--- src/rtl/sram_axi_bridge_if.sv ---
// Bundles the SRAM-like inst/data ports and the AXI3 master channels of sram_axi_bridge.
// master is the bridge view; slave is the CPU + AXI memory view.
interface sram_axi_bridge_if;
  logic        inst_req, inst_wr;
  logic [1:0]  inst_size;
  logic [31:0] inst_addr, inst_wdata;
  logic        inst_addr_ok, inst_data_ok;
  logic [31:0] inst_rdata;

  logic        data_req, data_wr;
  logic [1:0]  data_size;
  logic [31:0] data_addr, data_wdata;
  logic        data_addr_ok, data_data_ok;
  logic [31:0] data_rdata;

  logic [3:0]  arid;
  logic [31:0] araddr;
  logic [7:0]  arlen;
  logic [2:0]  arsize;
  logic [1:0]  arburst, arlock;
  logic [3:0]  arcache;
  logic [2:0]  arprot;
  logic        arvalid, arready;

  logic [3:0]  rid;
  logic [31:0] rdata;
  logic [1:0]  rresp;
  logic        rlast, rvalid, rready;

  logic [3:0]  awid;
  logic [31:0] awaddr;
  logic [7:0]  awlen;
  logic [2:0]  awsize;
  logic [1:0]  awburst, awlock;
  logic [3:0]  awcache;
  logic [2:0]  awprot;
  logic        awvalid, awready;

  logic [3:0]  wid;
  logic [31:0] wdata;
  logic [3:0]  wstrb;
  logic        wlast, wvalid, wready;

  logic [3:0]  bid;
  logic [1:0]  bresp;
  logic        bvalid, bready;

  modport master (
    input  inst_req, inst_wr, inst_size, inst_addr, inst_wdata,
    output inst_addr_ok, inst_data_ok, inst_rdata,
    input  data_req, data_wr, data_size, data_addr, data_wdata,
    output data_addr_ok, data_data_ok, data_rdata,
    output arid, araddr, arlen, arsize, arburst, arlock, arcache, arprot, arvalid,
    input  arready,
    input  rid, rdata, rresp, rlast, rvalid,
    output rready,
    output awid, awaddr, awlen, awsize, awburst, awlock, awcache, awprot, awvalid,
    input  awready,
    output wid, wdata, wstrb, wlast, wvalid,
    input  wready,
    input  bid, bresp, bvalid,
    output bready
  );

  modport slave (
    output inst_req, inst_wr, inst_size, inst_addr, inst_wdata,
    input  inst_addr_ok, inst_data_ok, inst_rdata,
    output data_req, data_wr, data_size, data_addr, data_wdata,
    input  data_addr_ok, data_data_ok, data_rdata,
    input  arid, araddr, arlen, arsize, arburst, arlock, arcache, arprot, arvalid,
    output arready,
    output rid, rdata, rresp, rlast, rvalid,
    input  rready,
    input  awid, awaddr, awlen, awsize, awburst, awlock, awcache, awprot, awvalid,
    output awready,
    input  wid, wdata, wstrb, wlast, wvalid,
    output wready,
    output bid, bresp, bvalid,
    input  bready
  );
endinterface

--- src/rtl/sram_axi_bridge.sv ---
// SRAM-like inst/data ports to a single-beat AXI3 master; independent read and write FSMs.
// Optional macro SRAM_AXI_BRIDGE_RAW_CHECK_EN: stall data reads that hit the pending write word.
module sram_axi_bridge #(
  parameter logic [3:0] INST_ID   = 4'd0,
  parameter logic [3:0] DATA_ID   = 4'd1,
  parameter logic [3:0] AXI_CACHE = 4'b0000
) (
  input logic               clk,
  input logic               resetn,
  sram_axi_bridge_if.master bus
);

  typedef enum logic [1:0] {R_IDLE = 2'd0, R_AR = 2'd1, R_R = 2'd2} r_state_e;
  typedef enum logic [1:0] {W_IDLE = 2'd0, W_AW = 2'd1, W_B = 2'd2} w_state_e;

  function automatic logic [3:0] wstrb_f(input logic [1:0] size, input logic [1:0] off);
    logic [3:0] strb;
    case (size)
      2'd0:    strb = 4'b0001 << off;
      2'd1:    strb = off[1] ? 4'b1100 : 4'b0011;
      default: strb = 4'b1111;
    endcase
    return strb;
  endfunction

  r_state_e    r_state_q, r_state_d;
  w_state_e    w_state_q, w_state_d;
  logic [3:0]  ar_id_q, ar_id_d;
  logic [31:0] ar_addr_q, ar_addr_d;
  logic [2:0]  ar_size_q, ar_size_d;
  logic [31:0] aw_addr_q, aw_addr_d;
  logic [2:0]  aw_size_q, aw_size_d;
  logic [31:0] w_data_q, w_data_d;
  logic [3:0]  w_strb_q, w_strb_d;
  logic        awvalid_q, awvalid_d;
  logic        wvalid_q, wvalid_d;
  logic [31:0] inst_rdata_q, data_rdata_q;
  logic        inst_ok_q, data_ok_q, wr_ok_pend_q;

  logic raw_block_s, data_rd_acc_s, inst_rd_acc_s, data_wr_acc_s;
  logic r_hs_s, b_hs_s, r_inst_s;
  logic unused_s;

`ifdef SRAM_AXI_BRIDGE_RAW_CHECK_EN
  assign raw_block_s = (w_state_q != W_IDLE) && (bus.data_addr[31:2] == aw_addr_q[31:2]);
`else
  assign raw_block_s = 1'b0;
`endif

  assign data_rd_acc_s = bus.data_req && !bus.data_wr && (r_state_q == R_IDLE) && !raw_block_s;
  assign inst_rd_acc_s = bus.inst_req && (r_state_q == R_IDLE) && !data_rd_acc_s;
  assign data_wr_acc_s = bus.data_req && bus.data_wr && (w_state_q == W_IDLE);
  assign r_hs_s        = (r_state_q == R_R) && bus.rvalid;
  assign b_hs_s        = (w_state_q == W_B) && bus.bvalid;
  assign r_inst_s      = (bus.rid == INST_ID);

  // Read FSM next state and AR payload capture
  always_comb begin
    r_state_d = r_state_q;
    ar_id_d   = ar_id_q;
    ar_addr_d = ar_addr_q;
    ar_size_d = ar_size_q;
    case (r_state_q)
      R_IDLE: begin
        if (data_rd_acc_s) begin
          ar_id_d   = DATA_ID;
          ar_addr_d = bus.data_addr;
          ar_size_d = {1'b0, bus.data_size};
          r_state_d = R_AR;
        end else if (inst_rd_acc_s) begin
          ar_id_d   = INST_ID;
          ar_addr_d = bus.inst_addr;
          ar_size_d = {1'b0, bus.inst_size};
          r_state_d = R_AR;
        end else begin
          r_state_d = R_IDLE;
        end
      end
      R_AR:    r_state_d = bus.arready ? R_R : R_AR;
      R_R:     r_state_d = bus.rvalid ? R_IDLE : R_R;
      default: r_state_d = R_IDLE;
    endcase
  end

  // Write FSM: AW and W valids retire independently, B waits for both
  always_comb begin
    w_state_d = w_state_q;
    aw_addr_d = aw_addr_q;
    aw_size_d = aw_size_q;
    w_data_d  = w_data_q;
    w_strb_d  = w_strb_q;
    awvalid_d = awvalid_q;
    wvalid_d  = wvalid_q;
    case (w_state_q)
      W_IDLE: begin
        if (data_wr_acc_s) begin
          aw_addr_d = bus.data_addr;
          aw_size_d = {1'b0, bus.data_size};
          w_data_d  = bus.data_wdata;
          w_strb_d  = wstrb_f(bus.data_size, bus.data_addr[1:0]);
          awvalid_d = 1'b1;
          wvalid_d  = 1'b1;
          w_state_d = W_AW;
        end else begin
          w_state_d = W_IDLE;
        end
      end
      W_AW: begin
        if (awvalid_q && bus.awready) awvalid_d = 1'b0;
        else                          awvalid_d = awvalid_q;
        if (wvalid_q && bus.wready)   wvalid_d = 1'b0;
        else                          wvalid_d = wvalid_q;
        if (!awvalid_d && !wvalid_d)  w_state_d = W_B;
        else                          w_state_d = W_AW;
      end
      W_B:     w_state_d = bus.bvalid ? W_IDLE : W_B;
      default: w_state_d = W_IDLE;
    endcase
  end

  // State and channel payload registers
  always_ff @(posedge clk or negedge resetn) begin
    if (!resetn) begin
      r_state_q <= R_IDLE;
      w_state_q <= W_IDLE;
      ar_id_q   <= 4'd0;
      ar_addr_q <= 32'd0;
      ar_size_q <= 3'd0;
      aw_addr_q <= 32'd0;
      aw_size_q <= 3'd0;
      w_data_q  <= 32'd0;
      w_strb_q  <= 4'd0;
      awvalid_q <= 1'b0;
      wvalid_q  <= 1'b0;
    end else begin
      r_state_q <= r_state_d;
      w_state_q <= w_state_d;
      ar_id_q   <= ar_id_d;
      ar_addr_q <= ar_addr_d;
      ar_size_q <= ar_size_d;
      aw_addr_q <= aw_addr_d;
      aw_size_q <= aw_size_d;
      w_data_q  <= w_data_d;
      w_strb_q  <= w_strb_d;
      awvalid_q <= awvalid_d;
      wvalid_q  <= wvalid_d;
    end
  end

  // Response side: a write ack coinciding with a read completion is pushed back one cycle
  always_ff @(posedge clk or negedge resetn) begin
    if (!resetn) begin
      inst_rdata_q <= 32'd0;
      data_rdata_q <= 32'd0;
      inst_ok_q    <= 1'b0;
      data_ok_q    <= 1'b0;
      wr_ok_pend_q <= 1'b0;
    end else begin
      inst_rdata_q <= (r_hs_s && r_inst_s)  ? bus.rdata : inst_rdata_q;
      data_rdata_q <= (r_hs_s && !r_inst_s) ? bus.rdata : data_rdata_q;
      inst_ok_q    <= r_hs_s && r_inst_s;
      data_ok_q    <= (r_hs_s && !r_inst_s) || (b_hs_s && !r_hs_s) || wr_ok_pend_q;
      wr_ok_pend_q <= b_hs_s && r_hs_s;
    end
  end

  assign bus.inst_addr_ok = resetn && inst_rd_acc_s;
  assign bus.data_addr_ok = resetn && (data_rd_acc_s || data_wr_acc_s);
  assign bus.inst_data_ok = inst_ok_q;
  assign bus.data_data_ok = data_ok_q;
  assign bus.inst_rdata   = inst_rdata_q;
  assign bus.data_rdata   = data_rdata_q;

  assign bus.arid    = ar_id_q;
  assign bus.araddr  = ar_addr_q;
  assign bus.arlen   = 8'd0;
  assign bus.arsize  = ar_size_q;
  assign bus.arburst = 2'b01;
  assign bus.arlock  = 2'b00;
  assign bus.arcache = AXI_CACHE;
  assign bus.arprot  = 3'b000;
  assign bus.arvalid = (r_state_q == R_AR);
  assign bus.rready  = (r_state_q == R_R);

  assign bus.awid    = DATA_ID;
  assign bus.awaddr  = aw_addr_q;
  assign bus.awlen   = 8'd0;
  assign bus.awsize  = aw_size_q;
  assign bus.awburst = 2'b01;
  assign bus.awlock  = 2'b00;
  assign bus.awcache = AXI_CACHE;
  assign bus.awprot  = 3'b000;
  assign bus.awvalid = awvalid_q;
  assign bus.wid     = DATA_ID;
  assign bus.wdata   = w_data_q;
  assign bus.wstrb   = w_strb_q;
  assign bus.wlast   = 1'b1;
  assign bus.wvalid  = wvalid_q;
  assign bus.bready  = (w_state_q == W_B);

  assign unused_s = ^{bus.inst_wr, bus.inst_wdata, bus.rresp, bus.rlast, bus.bid, bus.bresp};

endmodule

--- src/flat_wrapper.sv ---
// flat-port wrapper written by rule: the top's interface ports become plain ports
module sram_axi_bridge_flat 
#(
  parameter logic [3:0] INST_ID   = 4'd0,
  parameter logic [3:0] DATA_ID   = 4'd1,
  parameter logic [3:0] AXI_CACHE = 4'b0000
)
  (clk, resetn, bus_inst_req, bus_inst_wr, bus_inst_size, bus_inst_addr, bus_inst_wdata, bus_inst_addr_ok, bus_inst_data_ok, bus_inst_rdata, bus_data_req, bus_data_wr, bus_data_size, bus_data_addr, bus_data_wdata, bus_data_addr_ok, bus_data_data_ok, bus_data_rdata, bus_arid, bus_araddr, bus_arlen, bus_arsize, bus_arburst, bus_arlock, bus_arcache, bus_arprot, bus_arvalid, bus_arready, bus_rid, bus_rdata, bus_rresp, bus_rlast, bus_rvalid, bus_rready, bus_awid, bus_awaddr, bus_awlen, bus_awsize, bus_awburst, bus_awlock, bus_awcache, bus_awprot, bus_awvalid, bus_awready, bus_wid, bus_wdata, bus_wstrb, bus_wlast, bus_wvalid, bus_wready, bus_bid, bus_bresp, bus_bvalid, bus_bready);
  sram_axi_bridge_if bus_i ();
  input logic clk;
  input logic resetn;
  input wire logic [$bits(bus_i.inst_req)-1:0] bus_inst_req;
  input wire logic [$bits(bus_i.inst_wr)-1:0] bus_inst_wr;
  input wire logic [$bits(bus_i.inst_size)-1:0] bus_inst_size;
  input wire logic [$bits(bus_i.inst_addr)-1:0] bus_inst_addr;
  input wire logic [$bits(bus_i.inst_wdata)-1:0] bus_inst_wdata;
  output wire logic [$bits(bus_i.inst_addr_ok)-1:0] bus_inst_addr_ok;
  output wire logic [$bits(bus_i.inst_data_ok)-1:0] bus_inst_data_ok;
  output wire logic [$bits(bus_i.inst_rdata)-1:0] bus_inst_rdata;
  input wire logic [$bits(bus_i.data_req)-1:0] bus_data_req;
  input wire logic [$bits(bus_i.data_wr)-1:0] bus_data_wr;
  input wire logic [$bits(bus_i.data_size)-1:0] bus_data_size;
  input wire logic [$bits(bus_i.data_addr)-1:0] bus_data_addr;
  input wire logic [$bits(bus_i.data_wdata)-1:0] bus_data_wdata;
  output wire logic [$bits(bus_i.data_addr_ok)-1:0] bus_data_addr_ok;
  output wire logic [$bits(bus_i.data_data_ok)-1:0] bus_data_data_ok;
  output wire logic [$bits(bus_i.data_rdata)-1:0] bus_data_rdata;
  output wire logic [$bits(bus_i.arid)-1:0] bus_arid;
  output wire logic [$bits(bus_i.araddr)-1:0] bus_araddr;
  output wire logic [$bits(bus_i.arlen)-1:0] bus_arlen;
  output wire logic [$bits(bus_i.arsize)-1:0] bus_arsize;
  output wire logic [$bits(bus_i.arburst)-1:0] bus_arburst;
  output wire logic [$bits(bus_i.arlock)-1:0] bus_arlock;
  output wire logic [$bits(bus_i.arcache)-1:0] bus_arcache;
  output wire logic [$bits(bus_i.arprot)-1:0] bus_arprot;
  output wire logic [$bits(bus_i.arvalid)-1:0] bus_arvalid;
  input wire logic [$bits(bus_i.arready)-1:0] bus_arready;
  input wire logic [$bits(bus_i.rid)-1:0] bus_rid;
  input wire logic [$bits(bus_i.rdata)-1:0] bus_rdata;
  input wire logic [$bits(bus_i.rresp)-1:0] bus_rresp;
  input wire logic [$bits(bus_i.rlast)-1:0] bus_rlast;
  input wire logic [$bits(bus_i.rvalid)-1:0] bus_rvalid;
  output wire logic [$bits(bus_i.rready)-1:0] bus_rready;
  output wire logic [$bits(bus_i.awid)-1:0] bus_awid;
  output wire logic [$bits(bus_i.awaddr)-1:0] bus_awaddr;
  output wire logic [$bits(bus_i.awlen)-1:0] bus_awlen;
  output wire logic [$bits(bus_i.awsize)-1:0] bus_awsize;
  output wire logic [$bits(bus_i.awburst)-1:0] bus_awburst;
  output wire logic [$bits(bus_i.awlock)-1:0] bus_awlock;
  output wire logic [$bits(bus_i.awcache)-1:0] bus_awcache;
  output wire logic [$bits(bus_i.awprot)-1:0] bus_awprot;
  output wire logic [$bits(bus_i.awvalid)-1:0] bus_awvalid;
  input wire logic [$bits(bus_i.awready)-1:0] bus_awready;
  output wire logic [$bits(bus_i.wid)-1:0] bus_wid;
  output wire logic [$bits(bus_i.wdata)-1:0] bus_wdata;
  output wire logic [$bits(bus_i.wstrb)-1:0] bus_wstrb;
  output wire logic [$bits(bus_i.wlast)-1:0] bus_wlast;
  output wire logic [$bits(bus_i.wvalid)-1:0] bus_wvalid;
  input wire logic [$bits(bus_i.wready)-1:0] bus_wready;
  input wire logic [$bits(bus_i.bid)-1:0] bus_bid;
  input wire logic [$bits(bus_i.bresp)-1:0] bus_bresp;
  input wire logic [$bits(bus_i.bvalid)-1:0] bus_bvalid;
  output wire logic [$bits(bus_i.bready)-1:0] bus_bready;
  assign bus_i.inst_req = bus_inst_req;
  assign bus_i.inst_wr = bus_inst_wr;
  assign bus_i.inst_size = bus_inst_size;
  assign bus_i.inst_addr = bus_inst_addr;
  assign bus_i.inst_wdata = bus_inst_wdata;
  assign bus_inst_addr_ok = bus_i.inst_addr_ok;
  assign bus_inst_data_ok = bus_i.inst_data_ok;
  assign bus_inst_rdata = bus_i.inst_rdata;
  assign bus_i.data_req = bus_data_req;
  assign bus_i.data_wr = bus_data_wr;
  assign bus_i.data_size = bus_data_size;
  assign bus_i.data_addr = bus_data_addr;
  assign bus_i.data_wdata = bus_data_wdata;
  assign bus_data_addr_ok = bus_i.data_addr_ok;
  assign bus_data_data_ok = bus_i.data_data_ok;
  assign bus_data_rdata = bus_i.data_rdata;
  assign bus_arid = bus_i.arid;
  assign bus_araddr = bus_i.araddr;
  assign bus_arlen = bus_i.arlen;
  assign bus_arsize = bus_i.arsize;
  assign bus_arburst = bus_i.arburst;
  assign bus_arlock = bus_i.arlock;
  assign bus_arcache = bus_i.arcache;
  assign bus_arprot = bus_i.arprot;
  assign bus_arvalid = bus_i.arvalid;
  assign bus_i.arready = bus_arready;
  assign bus_i.rid = bus_rid;
  assign bus_i.rdata = bus_rdata;
  assign bus_i.rresp = bus_rresp;
  assign bus_i.rlast = bus_rlast;
  assign bus_i.rvalid = bus_rvalid;
  assign bus_rready = bus_i.rready;
  assign bus_awid = bus_i.awid;
  assign bus_awaddr = bus_i.awaddr;
  assign bus_awlen = bus_i.awlen;
  assign bus_awsize = bus_i.awsize;
  assign bus_awburst = bus_i.awburst;
  assign bus_awlock = bus_i.awlock;
  assign bus_awcache = bus_i.awcache;
  assign bus_awprot = bus_i.awprot;
  assign bus_awvalid = bus_i.awvalid;
  assign bus_i.awready = bus_awready;
  assign bus_wid = bus_i.wid;
  assign bus_wdata = bus_i.wdata;
  assign bus_wstrb = bus_i.wstrb;
  assign bus_wlast = bus_i.wlast;
  assign bus_wvalid = bus_i.wvalid;
  assign bus_i.wready = bus_wready;
  assign bus_i.bid = bus_bid;
  assign bus_i.bresp = bus_bresp;
  assign bus_i.bvalid = bus_bvalid;
  assign bus_bready = bus_i.bready;
  sram_axi_bridge #(.INST_ID(INST_ID), .DATA_ID(DATA_ID), .AXI_CACHE(AXI_CACHE)) u_core (.clk(clk), .resetn(resetn), .bus(bus_i));
endmodule
--- config.mk ---
export PLATFORM = sky130hd
export DESIGN_NAME = sram_axi_bridge_flat
export DESIGN_NICKNAME = d
export VERILOG_FILES = /design/src/rtl/sram_axi_bridge_if.sv /design/src/rtl/sram_axi_bridge.sv /design/src/flat_wrapper.sv
export SDC_FILE = /design/constraint.sdc
export NUM_CORES = 1
export LEC_CHECK = 0
export CAP_MARGIN = 20
export CORE_AREA = 5 5 159 161
export CTS_CLUSTER_SIZE = 40
export DETAILED_ROUTE_END_ITERATION = 12
export DIE_AREA = 0 0 164 166
export MAX_ROUTING_LAYER = met4
export PLACE_DENSITY_LB_ADDON = 0.1
export REMOVE_ABC_BUFFERS = 1
export SKIP_CTS_REPAIR_TIMING = 1
export SLEW_MARGIN = 30
export SYNTH_ARGS = -nofsm -noshare
export SYNTH_HDL_FRONTEND = slang
export SYNTH_SLANG_ARGS = --single-unit
--- constraint.sdc ---
create_clock -name clk -period 1.8 [get_ports clk]
set_clock_uncertainty 0.2 [all_clocks]
set_input_delay 0.36 -clock clk [delete_from_list [all_inputs] [get_ports clk]]
set_output_delay 0.36 -clock clk [all_outputs]
set_load 0.05 [all_outputs]
**Yosys cells after proc, flatten, opt, wreduce, memory -nomap -nowiden**

Index checks and enable logic that the tools add are counted.

- Flip-flop bits (word level): 182
- Input port bits: 188
- Logic and storage cells: 82

- Equal/unequal tests: 6
- Shift operators: 1
- Multiplexer cells: 24
- Reduce and logical (&&, ||, !) cells: 35

Operator list:

| cell | count |
|---|---|
| 2-to-1 mux 32 bit | 2 |
| logical AND 1 bit | 17 |
| 2-to-1 mux 4 bit | 3 |
| one-hot mux 2 bit (3 select lines) | 2 |
| 2-to-1 mux 2 bit | 5 |
| one-hot mux 4 bit (2 select lines) | 1 |
| 2-to-1 mux 1 bit | 7 |
| == test 2 x 1 -> 1 bit, second input constant | 3 |
| zero test 1 bit | 6 |
| zero test 2 bit | 3 |
| 2-to-1 mux 3 bit | 2 |
| AND reduction 2 bit | 3 |
| == test 2 bit, second input constant | 2 |
| zero test 4 bit | 1 |
| one-hot mux 1 bit (2 select lines) | 2 |
| nonzero test 2 bit | 2 |
| << shifter 1 x 2 -> 4 bit, first input constant | 1 |
| logical OR 1 bit | 3 |
| inequality test 2 x 1 -> 1 bit, second input constant | 1 |

**Logic depth before layout (Yosys ltp)**

- Word-level depth: 8
- Depth in mapped cells: 6
- Mapped depth without buffers: 3

**Worst setup path after synthesis**

No wires, ideal clock.

- Kind: input to output
- Start: input bus_inst_req
- End: output bus_inst_addr_ok
- Arrival time: 2.042 ns
- Setup slack: -0.802 ns
- Stages: 4
- Path buffers: 2
- Cell sequence: clkbuf_1 > clkbuf_1 > nand2_1 > nor3_1

- Longest elaborated chain between the ends: 3

RTL lines:

| what | line | text |
|---|---|---|
| from (decl) | flat_wrapper.sv:12 | `input wire logic [$bits(bus_i.inst_req)-1:0] bus_inst_req;` |
| logical AND 1 bit (2 in series) | sram_axi_bridge.sv:51 | `assign inst_rd_acc_s = bus.inst_req && (r_state_q == R_IDLE) && !data_rd_acc_s;` |
| logical AND 1 bit | sram_axi_bridge.sv:167 | `assign bus.inst_addr_ok = resetn && inst_rd_acc_s;` |
| to (decl) | flat_wrapper.sv:17 | `output wire logic [$bits(bus_i.inst_addr_ok)-1:0] bus_inst_addr_ok;` |

No other way between the ends.

**Worst setup path after layout**

- Start: register u_core.r_state_q[1]
- End: output bus_data_addr_ok

- Longest elaborated chain between the ends: 4

RTL lines:

| what | line | text |
|---|---|---|
| from (decl) | sram_axi_bridge.sv:26 | `r_state_e r_state_q, r_state_d;` |
| from (signal assigned) | sram_axi_bridge.sv:136 | `r_state_q <= r_state_d;` |
| zero test 2 bit | sram_axi_bridge.sv:50 | `assign data_rd_acc_s = bus.data_req && !bus.data_wr && (r_state_q == R_IDLE) && !raw_block_s;` |
| logical AND 1 bit | sram_axi_bridge.sv:50 |  |
| logical OR 1 bit | sram_axi_bridge.sv:168 | `assign bus.data_addr_ok = resetn && (data_rd_acc_s \|\| data_wr_acc_s);` |
| logical AND 1 bit | sram_axi_bridge.sv:168 |  |
| to (decl) | flat_wrapper.sv:25 | `output wire logic [$bits(bus_i.data_addr_ok)-1:0] bus_data_addr_ok;` |

No other way between the ends.

==> flow_summary.json <==
{
  "run_status": "finished, violations left",
  "violations": "negative setup slack",
  "yosysMostFrequentCell": "dfrtp_1",
  "critPathKind": "register to output pin",
  "dieArea_um2": 27200,
  "num_io_pins": 418,
  "grt_pass1_vias": 6465,
  "arrival_ns": 1.57,
  "vdd_ir_drop_max_mv": 1.04,
  "cts_tree": "built",
  "start_util_pct": 32.0,
  "grt_pass1_wl_um": 38300,
  "antenna_found_initial": 4,
  "ys_types": 33,
  "dpl_cell_area_um2": 12900,
  "rsz0062_at_grt": "yes",
  "postSynthCellCount": 556,
  "fillers": 1856,
  "grt_max_degree": 179,
  "cts-buffers-inserted": 17,
  "path_depth": 4,
  "nets": 1104,
  "endpoint": "bus_data_addr_ok",
  "dr.pass1.iters": 5,
  "cap_violations": 0,
  "power_w": 0.0306,
  "endpoint_kind": "output pin",
  "clock_latency_ns": 0.42,
  "cts.htree.levels": 4,
  "cp_top_family": "flip-flops",
  "multi_input_area_um2": 3110,
  "route.detailed.wl_per_inst_um": 21.6,
  "gp_congestion": 0.812,
  "cp_data_required_time_ns": 1.24,
  "period_share_pct": 118,
  "period_needed_ns": 2.13,
  "vias": 5902,
  "startpoint_type": "register",
  "overflow": 0,
  "numPortBuffers": 323,
  "worst_path_max_delay_cell": "dfrtp_2",
  "dp_cells": 1190,
  "r2r-end": "u_core.bus.awaddr[6]",
  "synthFlopType": "dfrtp_1",
  "drt-total-wl_um": 27100,
  "yosysWarnings": 0,
  "min_path_type": "register to register",
  "leakagePower_nw": 6.56,
  "stdcell_area_um2": 14300,
  "synth.avg_cell_area_um2": 13.7,
  "fp.dieW_um": 164,
  "final.setup.worst_slack_ns": -0.331,
  "cts_buffer_depth": 2,
  "worstPathMaxFanout": 4,
  "area_growth_pct": 88.0,
  "drive_gt1_share_pct": 43.7,
  "seq_area_frac_synth_pct": 58.4,
  "tightest_slew_ns": 0.583,
  "synth.top_cell.area_share_pct": 58.4,
  "path_clk_slew_ns": 0.07,
  "async_reset_ff_share_pct": 100,
  "setup_viol": 80,
  "ys_ff_latch": 178,
  "fmax_ghz": 0.469,
  "drc": 0,
  "rr_worst_depth": 7,
  "rows": 57,
  "dp_hpwl_um": 18700,
  "drt_iter0_drc": 276,
  "synth_edf_count": 0,
  "cts_root_buf": "clkbuf_16",
  "clock-sinks": 178,
  "yosysTopAreaCell": "dfrtp_1",
  "crit_start": "u_core.r_state_q[1]",
  "yosys-top-cells-count": "dfrtp_1, mux2_2, buf_4, and3b_1, o2bb2ai_1",
  "slew_viol_final": 0,
  "synth_area_um2": 7620,
  "antenna_left": 0,
  "grt.total_usage_pct": 18.8,
  "hold_viol": 0,
  "core_um2": 23800,
  "seq_area_um2": 4460,
  "slowest_delay_ns": 0.41,
  "r2r_slack_ns": -0.17,
  "cp_num_buf_inv": 1,
  "cp_cell_sequence": "or2_4 > nor2_4 > o21a_1 > buf_12",
  "finalNonFillerCells": 1256,
  "worstHoldStart": "u_core.wr_ok_pend_q",
  "r2r-start": "u_core.w_state_q[0]",
  "synth_area_leaders": "dfrtp_1, mux2_2, buf_4",
  "die_h_um": 166,
  "slew_headroom_pct": 61.1,
  "vias_per_cell": 4.70,
  "power_density_nw_per_um2": 2140
}
==> sequential cells by signal (all words and copies together), names as in the netlist, 2 cells and up <==
| name | count |
|---|---|
| u_core.bus.data_rdata | 32 |
| u_core.bus.araddr | 32 |
| u_core.bus.inst_rdata | 32 |
| u_core.bus.wstrb | 4 |
| u_core.r_state_q | 2 |
| u_core.bus.awsize | 2 |
| u_core.bus.wdata | 32 |
| u_core.w_state_q | 2 |
| u_core.bus.awaddr | 32 |
| u_core.bus.arsize | 2 |
==> power by group <==
| group | internal (W) | switching (W) | total, W |
|---|---|---|---|
| clock | 0.00207 | 0.00168 | 0.00375 |
| combinational | 0.00951 | 0.00948 | 0.0190 |
| sequential | 0.00582 | 0.00205 | 0.00788 |
| total | 0.0174 | 0.0132 | 0.0306 |
==> worst min-delay path by stage <==
stage / end / cells past startpoint
3_3_place_gp: u_core.bus.data_data_ok / 1
6_report: u_core.bus.data_data_ok / 1
2_1_floorplan: u_core.bus.araddr[0] / 0
4_1_cts: u_core.bus.awaddr[8] / 2
5_1_grt: u_core.bus.data_data_ok / 1
3_5_place_dp: u_core.bus.data_data_ok / 1
==> cell type report <==
cell class / instances / area share, %
Sequential cell: 178 / 31.1
Clock buffer: 19 / 3.02
Inverter: 7 / 0.183
Timing Repair Buffer: 379 / 40.1
Clock inverter: 13 / 1.04
Antenna cell: 3 / 0.0524
Tap cell: 324 / 2.83
Multi-Input combinational cell: 333 / 21.7
==> routing by layer <==
| metal | GRT usage [%] | part of all wire (%) |
|---|---|---|
| met3 | 5.41 | 7.5 |
| met5 | - | 0 |
| met4 | 7.29 | 3.4 |
| met1 | 20.1 | 37 |
| met2 | 32.6 | 52 |
==> per-stage QoR <==
stage / util (%) / TNS, ns / hold slack (ns) / worst slack (ns)
after floorplan: - / -106.96 / -0.136 / -1.67
after global placement: 54.2 / -72.02 / 0.242 / -0.790
after detailed placement: 54.2 / -75.56 / 0.240 / -0.811
after CTS: 56.6 / -15.04 / 0.00168 / -0.638
after global routing: 60.2 / -10.33 / 0.283 / -0.395
final: 60.2 / -6.49 / 0.253 / -0.331
==> cells by family (layout without fill, tap and decap cells) <==
group | after synthesis | after routing | share of synthesized area, %
buffers and inverters | 95 | 418 | 7.73
AND/OR/NAND/NOR | 65 | 65 | 6.32
flip-flops | 178 | 178 | 58.4
AO/OA/AOI/OAI | 85 | 85 | 8.06
other | 2 | 55 | 0.0985
multiplexers | 131 | 131 | 19.3
==> cells in the final DEF, fill, tap and decap left out, drive strengths merged <==
master         Yosys  layout
a21o               2       2
diode              0       3
bufinv             0       2
o2bb2ai           34      34
inv                7      11
mux2i              1       1
a21oi             10      10
nor2b              4       4
a22o               2       2
and4bb             1       1
clkbuf            14      27
nand3b             2       2
dlygate4sd3        0       1
or3                1       1
nor2              11      11
conb               2      52
or2                2       2
clkinvlp           0       3
and3b             34      34
o22ai              1       1
nand2b             4       4
nor4               1       1
clkdlybuf4s50      0     142
nand2              4       4
dlymetal6s2s       0       2
buf               74     226
a31oi             33      33
o21ai              2       2
clkinv             0       4
nor3               1       1
dfrtp            178     178
o21a               1       1
mux2             130     130
Note: power is estimated with default switching activity, not from simulation.
